[config.mk]
export PLATFORM = sky130hd
export DESIGN_NAME = ex_muldiv_seq
export DESIGN_NICKNAME = d
export VERILOG_FILES = /design/src/rtl/ex_muldiv_seq.sv
export SDC_FILE = /design/constraint.sdc
export NUM_CORES = 1
export LEC_CHECK = 0
export CORE_MARGIN = 5
export CORE_UTILIZATION = 35
export CTS_BUF_LIST = sky130_fd_sc_hd__clkbuf_8
export DETAILED_ROUTE_END_ITERATION = 6
export GPL_TIMING_DRIVEN = 1
export SLEW_MARGIN = 0
export SYNTH_ARGS = -nofsm -noshare
export SYNTH_HDL_FRONTEND = slang
export SYNTH_SLANG_ARGS = --single-unit
[constraint.sdc]
create_clock -name clk -period 5.5 [get_ports clk]
set_input_delay 0.55 -clock clk [delete_from_list [all_inputs] [get_ports clk]]
set_output_delay 0.55 -clock clk [all_outputs]
set_load 0.05 [all_outputs]
[src/rtl/ex_muldiv_seq.sv]
// Iterative unsigned 32-bit multiply/divide unit: 32 cycles in RUN, result valid on a one-cycle done pulse.
// Optional MULDIV_EARLY_OUT_EN finishes zero-operand MUL/MULHU and divide-by-zero DIVU/REMU in a single RUN cycle.
module ex_muldiv_seq (
    input  logic        clk,
    input  logic        rst_n,
    input  logic        start,
    input  logic [1:0]  op,
    input  logic [31:0] opA,
    input  logic [31:0] opB,
    input  logic [4:0]  rdAddr_in,
    input  logic        flush,
    output logic        stall_ex,
    output logic        busy,
    output logic        done,
    output logic [31:0] result,
    output logic [4:0]  rdAddr_out
);

    typedef enum logic [1:0] {S_IDLE, S_RUN, S_DONE} state_t;

    state_t      state_q, state_d;
    logic [5:0]  cnt_q, cnt_d;
    logic [1:0]  op_q, op_d;
    logic [31:0] a_q, a_d;
    logic [31:0] b_q, b_d;
    logic [63:0] acc_q, acc_d;
    logic [4:0]  rd_q, rd_d;
    logic        busy_q, busy_d;
    logic        done_q, done_d;
    logic [31:0] result_q, result_d;
    logic [4:0]  rd_out_q, rd_out_d;

    logic        accept;
    logic [32:0] mul_sum;
    logic [63:0] mul_next;
    logic [32:0] div_shift;
    logic        div_ge;
    logic [32:0] div_rem;
    logic [63:0] div_next;
    logic [63:0] step_next;
    logic        early;
    logic [63:0] early_acc;

    assign accept   = start & (state_q != S_RUN) & ~flush;
    assign stall_ex = accept | ((state_q == S_RUN) & ~flush);

    // acc holds {product hi, multiplier/product lo} for MUL and {remainder, dividend/quotient} for DIV,
    // so the high/low select by op[0] is the same for both families.
    always_comb begin
        mul_sum   = {1'b0, acc_q[63:32]} + (acc_q[0] ? {1'b0, a_q} : 33'd0);
        mul_next  = {mul_sum, acc_q[31:1]};
        div_shift = {acc_q[63:32], acc_q[31]};
        div_ge    = (div_shift >= {1'b0, b_q});
        div_rem   = div_ge ? (div_shift - {1'b0, b_q}) : div_shift;
        div_next  = {div_rem[31:0], acc_q[30:0], div_ge};
        step_next = op_q[1] ? div_next : mul_next;
        early_acc = op_q[1] ? {a_q, 32'hFFFF_FFFF} : 64'd0;
`ifdef MULDIV_EARLY_OUT_EN
        early     = (cnt_q == 6'd0) &
                    (op_q[1] ? (b_q == 32'd0) : ((a_q == 32'd0) || (b_q == 32'd0)));
`else
        early     = 1'b0;
`endif
    end

    always_comb begin
        state_d  = state_q;
        cnt_d    = cnt_q;
        op_d     = op_q;
        a_d      = a_q;
        b_d      = b_q;
        acc_d    = acc_q;
        rd_d     = rd_q;
        result_d = result_q;
        rd_out_d = rd_out_q;
        case (state_q)
            S_RUN: begin
                if (flush) begin
                    state_d = S_IDLE;
                end else begin
                    acc_d = early ? early_acc : step_next;
                    cnt_d = cnt_q + 6'd1;
                    if (early || (cnt_q == 6'd31)) begin
                        state_d  = S_DONE;
                        result_d = op_q[0] ? acc_d[63:32] : acc_d[31:0];
                        rd_out_d = rd_q;
                    end
                end
            end
            default: begin
                if (accept) begin
                    state_d = S_RUN;
                    cnt_d   = 6'd0;
                    op_d    = op;
                    a_d     = opA;
                    b_d     = opB;
                    rd_d    = rdAddr_in;
                    acc_d   = op[1] ? {32'd0, opA} : {32'd0, opB};
                end else begin
                    state_d = S_IDLE;
                end
            end
        endcase
        busy_d = (state_d == S_RUN);
        done_d = (state_d == S_DONE);
    end

    always_ff @(posedge clk or negedge rst_n) begin
        if (!rst_n) begin
            state_q  <= S_IDLE;
            cnt_q    <= 6'd0;
            op_q     <= 2'd0;
            a_q      <= 32'd0;
            b_q      <= 32'd0;
            acc_q    <= 64'd0;
            rd_q     <= 5'd0;
            busy_q   <= 1'b0;
            done_q   <= 1'b0;
            result_q <= 32'd0;
            rd_out_q <= 5'd0;
        end else begin
            state_q  <= state_d;
            cnt_q    <= cnt_d;
            op_q     <= op_d;
            a_q      <= a_d;
            b_q      <= b_d;
            acc_q    <= acc_d;
            rd_q     <= rd_d;
            busy_q   <= busy_d;
            done_q   <= done_d;
            result_q <= result_d;
            rd_out_q <= rd_out_d;
        end
    end

    assign busy       = busy_q;
    assign done       = done_q;
    assign result     = result_q;
    assign rdAddr_out = rd_out_q;

endmodule
==> results of run 1 <==
cell type report:
class / instances / area, um2
inverter: 52 / 195
sequential: 182 / 4560
multi-input combinational: 1105 / 7100
tap: 455 / 569
fill: 3422 / 20400
timing repair buffer: 130 / 1270
clock buffer: 17 / 234
clock inverter: 14 / 175
cells by family after synthesis:
kind of cell / synth area share
DFF: 0.373
and+or+nand+nor: 0.188
xor gates and xnor gates: 0.0366
AOI/OAI and AO/OA: 0.216
buffers and inverters: 0.0464
muxes: 0.0690
adders and majority gates: 0.0699
metal layers:
metal  vias to the layer above  GRT usage
li1                       5241          -
met5                         -          0
met3                        44     0.0395
met4                         0     0.0493
met1                      5344      0.278
met2                       285      0.330
registers in the layout (all words and copies together) (netlist names):
name	flops
acc_q	64
a_q	32
b_q	32
result	32
cnt_q	6
rdAddr_out	5
rd_q	5
op_q	2
state_q	2
busy	1
done	1
cells in the final DEF, fill, tap and decap left out, types with 15 or more instances in the layout:
| cell type | instances |
|---|---|
| a31oi_1 | 16 |
| clkdlybuf4s50_1 | 112 |
| xor2_1 | 23 |
| nand3_1 | 18 |
| inv_1 | 52 |
| and3_1 | 15 |
| mux2i_1 | 74 |
| and2_1 | 38 |
| nor3_1 | 33 |
| nand4_1 | 17 |
| clkbuf_8 | 18 |
| a21o_1 | 29 |
| dfrtp_1 | 181 |
| a21oi_1 | 84 |
| a22o_1 | 15 |
| nor2_1 | 64 |
| nand2_1 | 283 |
| o21ai_0 | 91 |
| buf_4 | 15 |
| ha_1 | 65 |
| xnor2_1 | 28 |
| o221ai_1 | 34 |
metrics by stage:
step	util	area, um2	hold WS (ns)	total power, mW	instances
floorplan	-	12200	0.254	3.54	1426
global placement	0.398	13700	0.449	4.18	1924
detailed placement	0.398	13700	0.456	4.20	1924
CTS	0.409	14100	0.108	5.21	1955
global route	0.409	14100	0.126	5.57	1955
finish	0.409	14100	0.0740	5.21	1955
worst max-delay path, delay by kind of cell, from the launching register on:
| family | cells | cell delay (ns) |
|---|---|---|
| AO/OA/AOI/OAI | 7 | 2.12 |
| adder cells (fa/ha/maj) | 1 | 0.46 |
| buffers and inverters | 1 | 0.37 |
| flip-flops | 1 | 0.44 |
| multiplexers | 1 | 0.37 |
| AND/OR/NAND/NOR | 1 | 0.08 |
power groups by stage:
stage	Combinational (mW)	Sequential [mW]	Clock, mW
2_1_floorplan	1.84	1.70	0
3_3_place_gp	2.36	1.81	0
3_5_place_dp	2.38	1.82	0
4_1_cts	2.40	1.79	1.02
5_1_grt	2.67	1.83	1.07
6_report	2.42	1.80	0.998
path summary, 6_finish.rpt:
path,start,end,slack (ns),depth (start not counted)
max in group asynchronous,rst_n,op_q[1]$_DFFE_PN0P_,4.43,2
min in group clk,a_q[25]$_DFFE_PN0P_,a_q[25]$_DFFE_PN0P_,0.48,2
worst max-delay path,acc_q[43]$_DFFE_PN0P_,acc_q[41]$_DFFE_PN0P_,1.50,11
worst min-delay path,rst_n,acc_q[10]$_DFFE_PN0P_,0.07,1
worst max register to register,acc_q[43]$_DFFE_PN0P_,acc_q[41]$_DFFE_PN0P_,1.50,11
worst min register to register,a_q[25]$_DFFE_PN0P_,a_q[25]$_DFFE_PN0P_,0.48,2
==> metrics.txt, run 1 <==
IO Pins=115; EDFF count, synth=0; First-pass DRT Iterations=5; Lkg Pwr=6.53 nW; GRT overflow=0; DP HPWL=28.0 mm; Crit path top cell by count=a21o_1; worst-skew pair later-pin latency=0.51 ns; Distinct cells, synth=76; final WL=39.3 mm; root buf cell=clkbuf_8; routability cong.=0.939; CTS Hold Bufs=0; FFs w/ async S/R, synth=1.00; Post-Syn Instances=1426; Slowest-stage cell, CP=o21a_1; Clock Path Buffers=2; Core Area=34500 um2; Synth top area share=0.373; Clk pwr share=0.192; detailed-route wire length per cell=20.1 um; Slew headroom=0.344; met2 WL post-DR=18.4 mm; pre-CTS worst setup slack=1.56 ns; top post-synthesis cells by count=284 x nand2_1, 182 x dfrtp_1, 91 x o21ai_0, 84 x a21oi_1, 75 x clkbuf_1; Max Cap Viol=0; site row count=68; Initial Util=0.354; Syn-to-layout area delta=15.6%; RSZ-0062 raised after global routing=no; Net count, final=1630; largest net degree at the start of global routing=96; Setup Buffers After CTS=0; routed vias/inst=5.58; Residual DRC=0; top post-synthesis cells by area=dfrtp_1 37%, nand2_1 8.7%, ha_1 6.7%, mux2i_1 6.1%, o21ai_0 3.7%; CTS buffer count=17; die area=38700 um2; Seq pwr share=0.345; fin worst setup slack=1.50 ns; CTS tree=done; Buffers on Ports=114; Peak Freq=250 MHz; Slew @ Worst Pin=0.984 ns; chip height=197 um; Gates resized, CTS repair=0; Via Count=10900; CP Class=flip-flop to flip-flop; leading register cell type out of synthesis=dfrtp_1; final setup vio count=0; Overall Global Routing Usage=0.202; most frequent cell after synthesis=nand2_1; startpoint types=flip-flop; Comb pwr share=0.464; synthesized cell area=12200 um2; CP Cell Sequence=ha_1 -> a21o_1 -> o221a_2 -> nand3_1 -> a21o_1 -> a311oi_4 -> o21a_1 -> buf_4 -> mux2_2 -> a21oi_1 -> o21ai_0; internal power=2.99 mW; met1 wire length=18.2 mm; first-pass GRT wire length=62.4 mm; Avg Cell Area, Syn=8.56 um2; Final min period=4.00 ns; PD cells=370 nW/um2; critical path data arrival time=4.36 ns; Met3 Wirelength=2.08 mm; CP required=5.87 ns; Hold/Removal Path Class=input port to asynchronous set/reset pin; final hold violation count=0; Yosys warnings=0; vias in the first global route=11000; Slowest Stage Delay on Critical Path=0.60 ns; 1st-iter DRT viols=889; Sw Share=0.426; largest area contributor in the netlist=dfrtp_1; Syn Nets=1568; H-tree levels=4; clock sink count=182; die width=197 um; Routed Antenna Nets=0; Setup crit end kind=flip-flop; antenna fix cells=0; Setup TNS=0 ns; top sig layer=met4; post-synthesis sequential element count=182; share of cells above drive strength 1=0.0567; initial antenna violation count=0; NetSw=2.22 mW; largest fanout on the critical path=15; Clk pin slew, worst setup/hold paths=0.11 ns; post-synthesis sequential area ratio=0.373; Final Skew=0.0200 ns; part of the cycle the worst path needs=0.727; status=completed; worst vdd ir=0.210 mV; Max Slew Vio Count=0
(Power assumes the default switching activity.)
==> run 2: changes to the inputs <==
==> constraint.sdc (replaced) <==
create_clock -name clk -period 3.3 [get_ports clk]
set_input_delay 0.33 -clock clk [delete_from_list [all_inputs] [get_ports clk]]
set_output_delay 0.33 -clock clk [all_outputs]
set_load 0.05 [all_outputs]
==> run 2 against run 1 <==
  * Utilization is 3.3 points higher
  * Design area is 8.2% higher
  * Global-route usage is 0.71 points higher
  * Die area stayed put
  * First-iteration DRC count is 3.5% lower
  * Total power is 82% higher
  * Cell count is 4.5% higher
  * Setup slack worse by 1.4 ns
  * Flip-flop and latch count stayed put
  * Clock power is 77% higher
  * Sequential share of layout area is 2.4 points lower
  * Critical path type unchanged
  * Largest cell class unchanged
==> metrics.txt, run 2 (synthesis gave the netlist of run 1 again) <==
status=completed (unchanged); 1st-iter DRT viols=858 (was 889); largest fanout on the critical path=10 (was 15); worst-skew pair later-pin latency=0.51 ns (about the same); RSZ-0062 raised after global routing=yes (was no); critical path data arrival time=3.62 ns (was 4.36 ns); max reg flops=64 (unchanged); First-pass DRT Iterations=5 (unchanged); chip height=197 um (unchanged); final WL=41.1 mm (was 39.3 mm); antenna fix cells=0 (unchanged); Initial Util=0.354 (unchanged); Overall Global Routing Usage=0.209 (was 0.202); CP Cell Sequence=buf_6 -> buf_12 -> and2_1 -> ha_4 -> and3_4 -> nand4_1 -> a211oi_2 -> buf_4 -> o31ai_4 -> buf_6 -> buf_4 -> o21a_1 -> nand2_1 -> o311ai_1 -> buf_4 -> o31ai_1 (was ha_1 -> a21o_1 -> o221a_2 -> nand3_1 -> a21o_1 -> a311oi_4 -> o21a_1 -> buf_4 -> mux2_2 -> a21oi_1 -> o21ai_0); worst vdd ir=0.332 mV (was 0.210 mV); first-pass GRT wire length=64.6 mm (was 62.4 mm); worst reg2reg path depth=16 (was 11); CTS tree=done (unchanged); dpl cells=1998 (was 1924); initial antenna violation count=0 (unchanged); Setup crit end kind=flip-flop (unchanged); Max Slew Vio Count=0 (unchanged); Slowest-stage cell, CP=dfrtp_1 (was o21a_1); Via Count=11300 (was 10900); Net count, final=1717 (was 1630); Buffers on Ports=114 (unchanged); die width=197 um (unchanged); register area=4560 um2 (unchanged); die area=38700 um2 (unchanged); detailed-route wire length per cell=20.1 um (about the same); IO Pins=115 (unchanged); largest net degree at the start of global routing=71 (was 96); share of cells above drive strength 1=0.140 (was 0.0567); Post-Route Utilization=0.443 (was 0.409); routed vias/inst=5.55 (was 5.58); most common cell after layout, fill and taps aside=nand2_1 (unchanged); Hold/Removal Path Class=input port to asynchronous set/reset pin (unchanged); Residual DRC=0 (unchanged); most frequent cells in the layout=281 x nand2_1, 181 x dfrtp_1, 111 x clkdlybuf4s50_1, 91 x buf_4, 85 x o21ai_0 (was 283 x nand2_1, 181 x dfrtp_1, 112 x clkdlybuf4s50_1, 91 x o21ai_0, 84 x a21oi_1); CP Class=flip-flop to flip-flop (unchanged); R2R setup slack=0.08 ns (was 1.50 ns); Routed Antenna Nets=0 (unchanged); Max Cap Viol=0 (unchanged); GRT overflow=0 (unchanged); Syn-to-layout area delta=25.1% (was 15.6%); Fillers=3456 (was 3422); Slowest Stage Delay on Critical Path=0.41 ns (was 0.60 ns); Clock Path Buffers=2 (unchanged); H-tree levels=4 (unchanged); Peak Freq=310 MHz (was 250 MHz); part of the cycle the worst path needs=0.976 (was 0.727); largest reg by FF count=acc_q (unchanged); routability cong.=0.926 (was 0.939); site row count=68 (unchanged); Cell Count, Final, Fillers Out=2043 (was 1955); final hold violation count=0 (unchanged); Clk pin slew, worst setup/hold paths=0.11 ns (about the same); CTS buffer count=17 (unchanged); critical path startpoint=acc_q[0]$_DFFE_PN0P_ (was acc_q[43]$_DFFE_PN0P_); DP HPWL=29.5 mm (was 28.0 mm); root buf cell=clkbuf_8 (unchanged); Core Area=34500 um2 (unchanged); clock sink count=182 (unchanged); area of the multi-input gates=7440 um2 (was 7100 um2); Crit path top cell by count=buf_4 (was a21o_1); final setup vio count=0 (unchanged); Slew @ Worst Pin=0.852 ns (was 0.984 ns); CP required=3.69 ns (was 5.87 ns); PD cells=621 nW/um2 (was 370 nW/um2); Final min period=3.22 ns (was 4.00 ns); r2r endpoint=result[21]$_DFFE_PN0P_ (was acc_q[41]$_DFFE_PN0P_); Lkg Pwr=7.05 nW (was 6.53 nW); Final Skew=0.0273 ns (was 0.0200 ns); Slew headroom=0.431 (was 0.344); startpoint types=flip-flop (unchanged); vias in the first global route=11100 (was 11000); worst r2r src=acc_q[0]$_DFFE_PN0P_ (was acc_q[43]$_DFFE_PN0P_)
[run 2: final cells by class]
type                    count  area share
multi-input cells        1105       0.488
flip-flops and latches    182       0.299
well taps                 455      0.0373
repair buffers            217       0.134
inverters                  52      0.0128
clock inverters            14      0.0130
clock buffers              18      0.0162
[run 2: metal layers]
metal	vias to the layer above	GRT usage	wire, um
li1	5400	-	-
met1	5586	0.300	19300
met2	292	0.327	19100
met3	62	0.0340	1900
met4	0	0.0588	906
met5	-	0	0
[run 2: worst max path at each step]
stage	to	slack, ns	cells after the start
detailed placement	result[31]$_DFFE_PN0P_	-0.41	14
global placement	result[31]$_DFFE_PN0P_	-0.35	14
floorplan	result[23]$_DFFE_PN0P_	0.19	14
CTS	result[19]$_DFFE_PN0P_	0.004	14
global route	acc_q[52]$_DFFE_PN0P_	-0.03	15
finish	result[21]$_DFFE_PN0P_	0.08	16
[run 2: through the flow]
stage / TNS [ns] / total power, mW / setup slack [ns] / hold WS [ns] / instance area, um2
final: 0 / 9.47 / 0.0784 / 0.338 / 15300
after global routing: -0.0874 / 10.1 / -0.0312 / 0.325 / 15300
after CTS: 0 / 9.22 / 0.00435 / 0.302 / 14900
after detailed placement: -3.23 / 7.37 / -0.406 / 0.312 / 14300
after global placement: -2.90 / 7.34 / -0.349 / 0.316 / 14300
after floorplan: 0 / 5.91 / 0.186 / 0.0344 / 12200
[run 2: what timing repair did]
action / in CTS / in global routing
hold buffers: 1 / 0
endpoints found under the hold margin: 44 / 0
setup endpoints to repair: 25 / 59
resized for setup: 21 / 53
cloned: 0 / 1
pin swaps: 6 / 21
setup buffers: 4 / 7
[run 2: critical path: cells and delay by family, from the launching register on]
| kind | cells | cell delay [ns] |
|---|---|---|
| buffers and inverters | 6 | 0.92 |
| adder cells (fa/ha/maj) | 1 | 0.28 |
| AND/OR/NAND/NOR | 4 | 0.58 |
| AO/OA/AOI/OAI | 5 | 0.91 |
| flip-flops | 1 | 0.41 |
[run 2: power by group]
| group | internal, mW | total [mW] | switching (mW) |
|---|---|---|---|
| sequential | 2.60 | 2.91 | 0.309 |
| combinational | 2.09 | 4.79 | 2.71 |
| clock | 0.855 | 1.77 | 0.915 |
==> run 3: changes to the inputs <==
--- a/config.mk
+++ b/config.mk
@@ -6,10 +6,11 @@
 export NUM_CORES = 1
 export LEC_CHECK = 0
 export CORE_MARGIN = 5
-export CORE_UTILIZATION = 35
+export CORE_UTILIZATION = 46
 export CTS_BUF_LIST = sky130_fd_sc_hd__clkbuf_8
 export DETAILED_ROUTE_END_ITERATION = 6
 export GPL_TIMING_DRIVEN = 1
+export PLACE_DENSITY = 0.69
 export SLEW_MARGIN = 0
 export SYNTH_ARGS = -nofsm -noshare
 export SYNTH_HDL_FRONTEND = slang
==> run 3 against run 2 <==
  * Hold slack gained 0.021 ns
  * Via count shrank 0.21%
  * Die area shrank 23%
  * Combinational power shrank 5.6%
  * Critical path type unchanged
  * Largest cell class unchanged
==> metrics.txt, run 3 (synthesis gave the netlist of run 1 again) <==
status=completed (unchanged); root buf cell=clkbuf_8 (unchanged); most frequent cells in the layout=282 x nand2_1, 180 x dfrtp_1, 111 x clkdlybuf4s50_1, 85 x o21ai_0, 78 x a21oi_1 (was 281 x nand2_1, 181 x dfrtp_1, 111 x clkdlybuf4s50_1, 91 x buf_4, 85 x o21ai_0); final instance area=14700 um2 (was 15300 um2); Clk pin slew, worst setup/hold paths=0.12 ns (was 0.11 ns); PD cells=618 nW/um2 (was 621 nW/um2); register area=4560 um2 (about the same); First-pass DRT Iterations=6 (was 5); largest net degree at the start of global routing=92 (was 71); Residual DRC=0 (unchanged); Peak Freq=310 MHz (about the same); Lkg Pwr=6.87 nW (was 7.05 nW); final setup vio count=0 (unchanged); Max Cap Viol=0 (unchanged); worst hold stages=3; worst setup path endpoint=result[19]$_DFFE_PN0P_ (was result[21]$_DFFE_PN0P_); first-pass GRT wire length=61.6 mm (was 64.6 mm); worst vdd ir=0.278 mV (was 0.332 mV); largest reg by FF count=acc_q (unchanged); critical path data arrival time=3.61 ns (was 3.62 ns); 1st-iter DRT viols=1129 (was 858); max reg flops=64 (unchanged); Via Count=11300 (about the same); Clock Path Buffers=2 (unchanged); GRT overflow=0 (unchanged); CP Class=flip-flop to flip-flop (unchanged); RSZ-0062 raised after global routing=yes (unchanged); part of the cycle the worst path needs=0.978 (was 0.976); detailed-route wire length per cell=20.2 um (was 20.1 um); IO Pins=115 (unchanged); Final Skew=0.0196 ns (was 0.0273 ns); antenna fix cells=0 (unchanged); Initial Util=0.468 (was 0.354); DP Area=14100 um2 (was 14300 um2); Core Area=26100 um2 (was 34500 um2); critical path startpoint=acc_q[0]$_DFFE_PN0P_ (unchanged); r2r endpoint=result[19]$_DFFE_PN0P_ (was result[21]$_DFFE_PN0P_); chip height=173 um (was 197 um); final hold violation count=0 (unchanged); Tot Pwr=9.09 mW (was 9.47 mW); fin worst setup slack=0.0730 ns (was 0.0784 ns); NetSw=3.97 mW (was 3.93 mW); R2R setup slack=0.07 ns (was 0.08 ns); Final min period=3.23 ns (was 3.22 ns); Post-Route Utilization=0.565 (was 0.443); Clk pwr share=0.175 (was 0.187); most common cell after layout, fill and taps aside=nand2_1 (unchanged); clock sink count=182 (unchanged); worst-skew pair later-pin latency=0.49 ns (was 0.51 ns); Hold/Removal Path Class=input port to flip-flop (was input port to asynchronous set/reset pin); Slew headroom=0.439 (was 0.431); DP HPWL=28.0 mm (was 29.5 mm); CP required=3.68 ns (was 3.69 ns); routed vias/inst=5.97 (was 5.55); Sw Share=0.437 (was 0.415); area of the multi-input gates=7320 um2 (was 7440 um2); largest fanout on the critical path=14 (was 10); CTS tree=done (unchanged); Slew @ Worst Pin=0.841 ns (was 0.852 ns); routability cong.=0.973 (was 0.926); internal power=5.12 mW (was 5.54 mW); die area=29900 um2 (was 38700 um2); Seq pwr share=0.328 (was 0.307); pre-CTS worst setup slack=-0.282 ns (was -0.406 ns); Buffers on Ports=114 (unchanged); site row count=59 (was 68); Net count, final=1690 (was 1717); Setup crit end kind=flip-flop (unchanged); share of cells above drive strength 1=0.117 (was 0.140); Routed Antenna Nets=0 (unchanged); vias in the first global route=11100 (about the same); Comb pwr share=0.498 (was 0.506); CTS buffer count=17 (unchanged); initial antenna violation count=0 (unchanged); Fillers=2328 (was 3456); Syn-to-layout area delta=20.6% (was 25.1%); final WL=38.3 mm (was 41.1 mm); worst r2r src=acc_q[0]$_DFFE_PN0P_ (unchanged); die width=173 um (was 197 um); Max Slew Vio Count=0 (unchanged); worst reg2reg path depth=13 (was 16); startpoint types=flip-flop (unchanged); Overall Global Routing Usage=0.251 (was 0.209); H-tree levels=4 (unchanged)
## run 3: cell count changes in the layout (fill, tap and decap cells not counted), sizes merged
cell,delta
buf,-26
clkinv,+1
clkbuf,-2
bufinv,-4
inv,+4
## run 3: cell type report
type / count / share of cell area
Sequential cell: 182 / 0.310
Clock buffer: 17 / 0.0159
Inverter: 52 / 0.0133
Clock inverter: 15 / 0.0117
Multi-Input combinational cell: 1105 / 0.497
Tap cell: 335 / 0.0285
Timing Repair Buffer: 190 / 0.123
## run 3: power groups by stage
stage	sequential (mW)	clock, mW	combinational, mW
finish	2.98	1.59	4.52
global placement	3.00	0	4.22
CTS	2.97	1.61	4.34
global route	3.02	1.71	4.97
detailed placement	3.01	0	4.28
floorplan	2.84	0	3.07
## run 3: routing by layer
metal,part of all wire,up-vias,GRT usage
met4,0.022,0,0.0655
met2,0.45,374,0.397
li1,-,5348,-
met1,0.46,5545,0.358
met3,0.066,49,0.0441
met5,0,-,0
## run 3: per-stage QoR
stage	hold WS [ns]	cells	setup TNS [ns]
floorplan	0.0344	1426	0
global placement	0.447	1860	-0.679
detailed placement	0.459	1860	-1.44
CTS	0.350	1894	0
global route	0.368	1896	-0.215
finish	0.359	1896	0
## run 3: how the worst min path moves through the flow
stage                             start  slack [ns]                         to
floorplan                         rst_n        0.03         a_q[0]$_DFFE_PN0P_
global placement    rd_q[2]$_DFFE_PN0P_        0.45  rdAddr_out[2]$_DFFE_PN0P_
detailed placement   a_q[7]$_DFFE_PN0P_        0.46         a_q[7]$_DFFE_PN0P_
CTS                        rdAddr_in[4]        0.35        rd_q[4]$_DFFE_PN0P_
global route               rdAddr_in[4]        0.37        rd_q[4]$_DFFE_PN0P_
finish                     rdAddr_in[4]        0.36        rd_q[4]$_DFFE_PN0P_
## run 3: repair_timing
action / in CTS / in global routing
gates resized for setup: 12 / 39
setup buffers: 1 / 2
hold buffers: 1 / 0
setup endpoints to repair: 26 / 44
pin swaps: 1 / 13
endpoints found under the hold margin: 88 / 0
## run 3: worst max-delay path: stages (launching register included)
cell	delay (ns)
dfrtp_2	0.46
buf_12	0.15
and2_1	0.14
ha_1	0.30
a21o_1	0.23
a31oi_4	0.21
o221ai_2	0.16
o31ai_4	0.39
buf_6	0.16
o21bai_1	0.06
a211o_1	0.29
nand2_1	0.07
o211ai_1	0.13
a221o_1	0.36
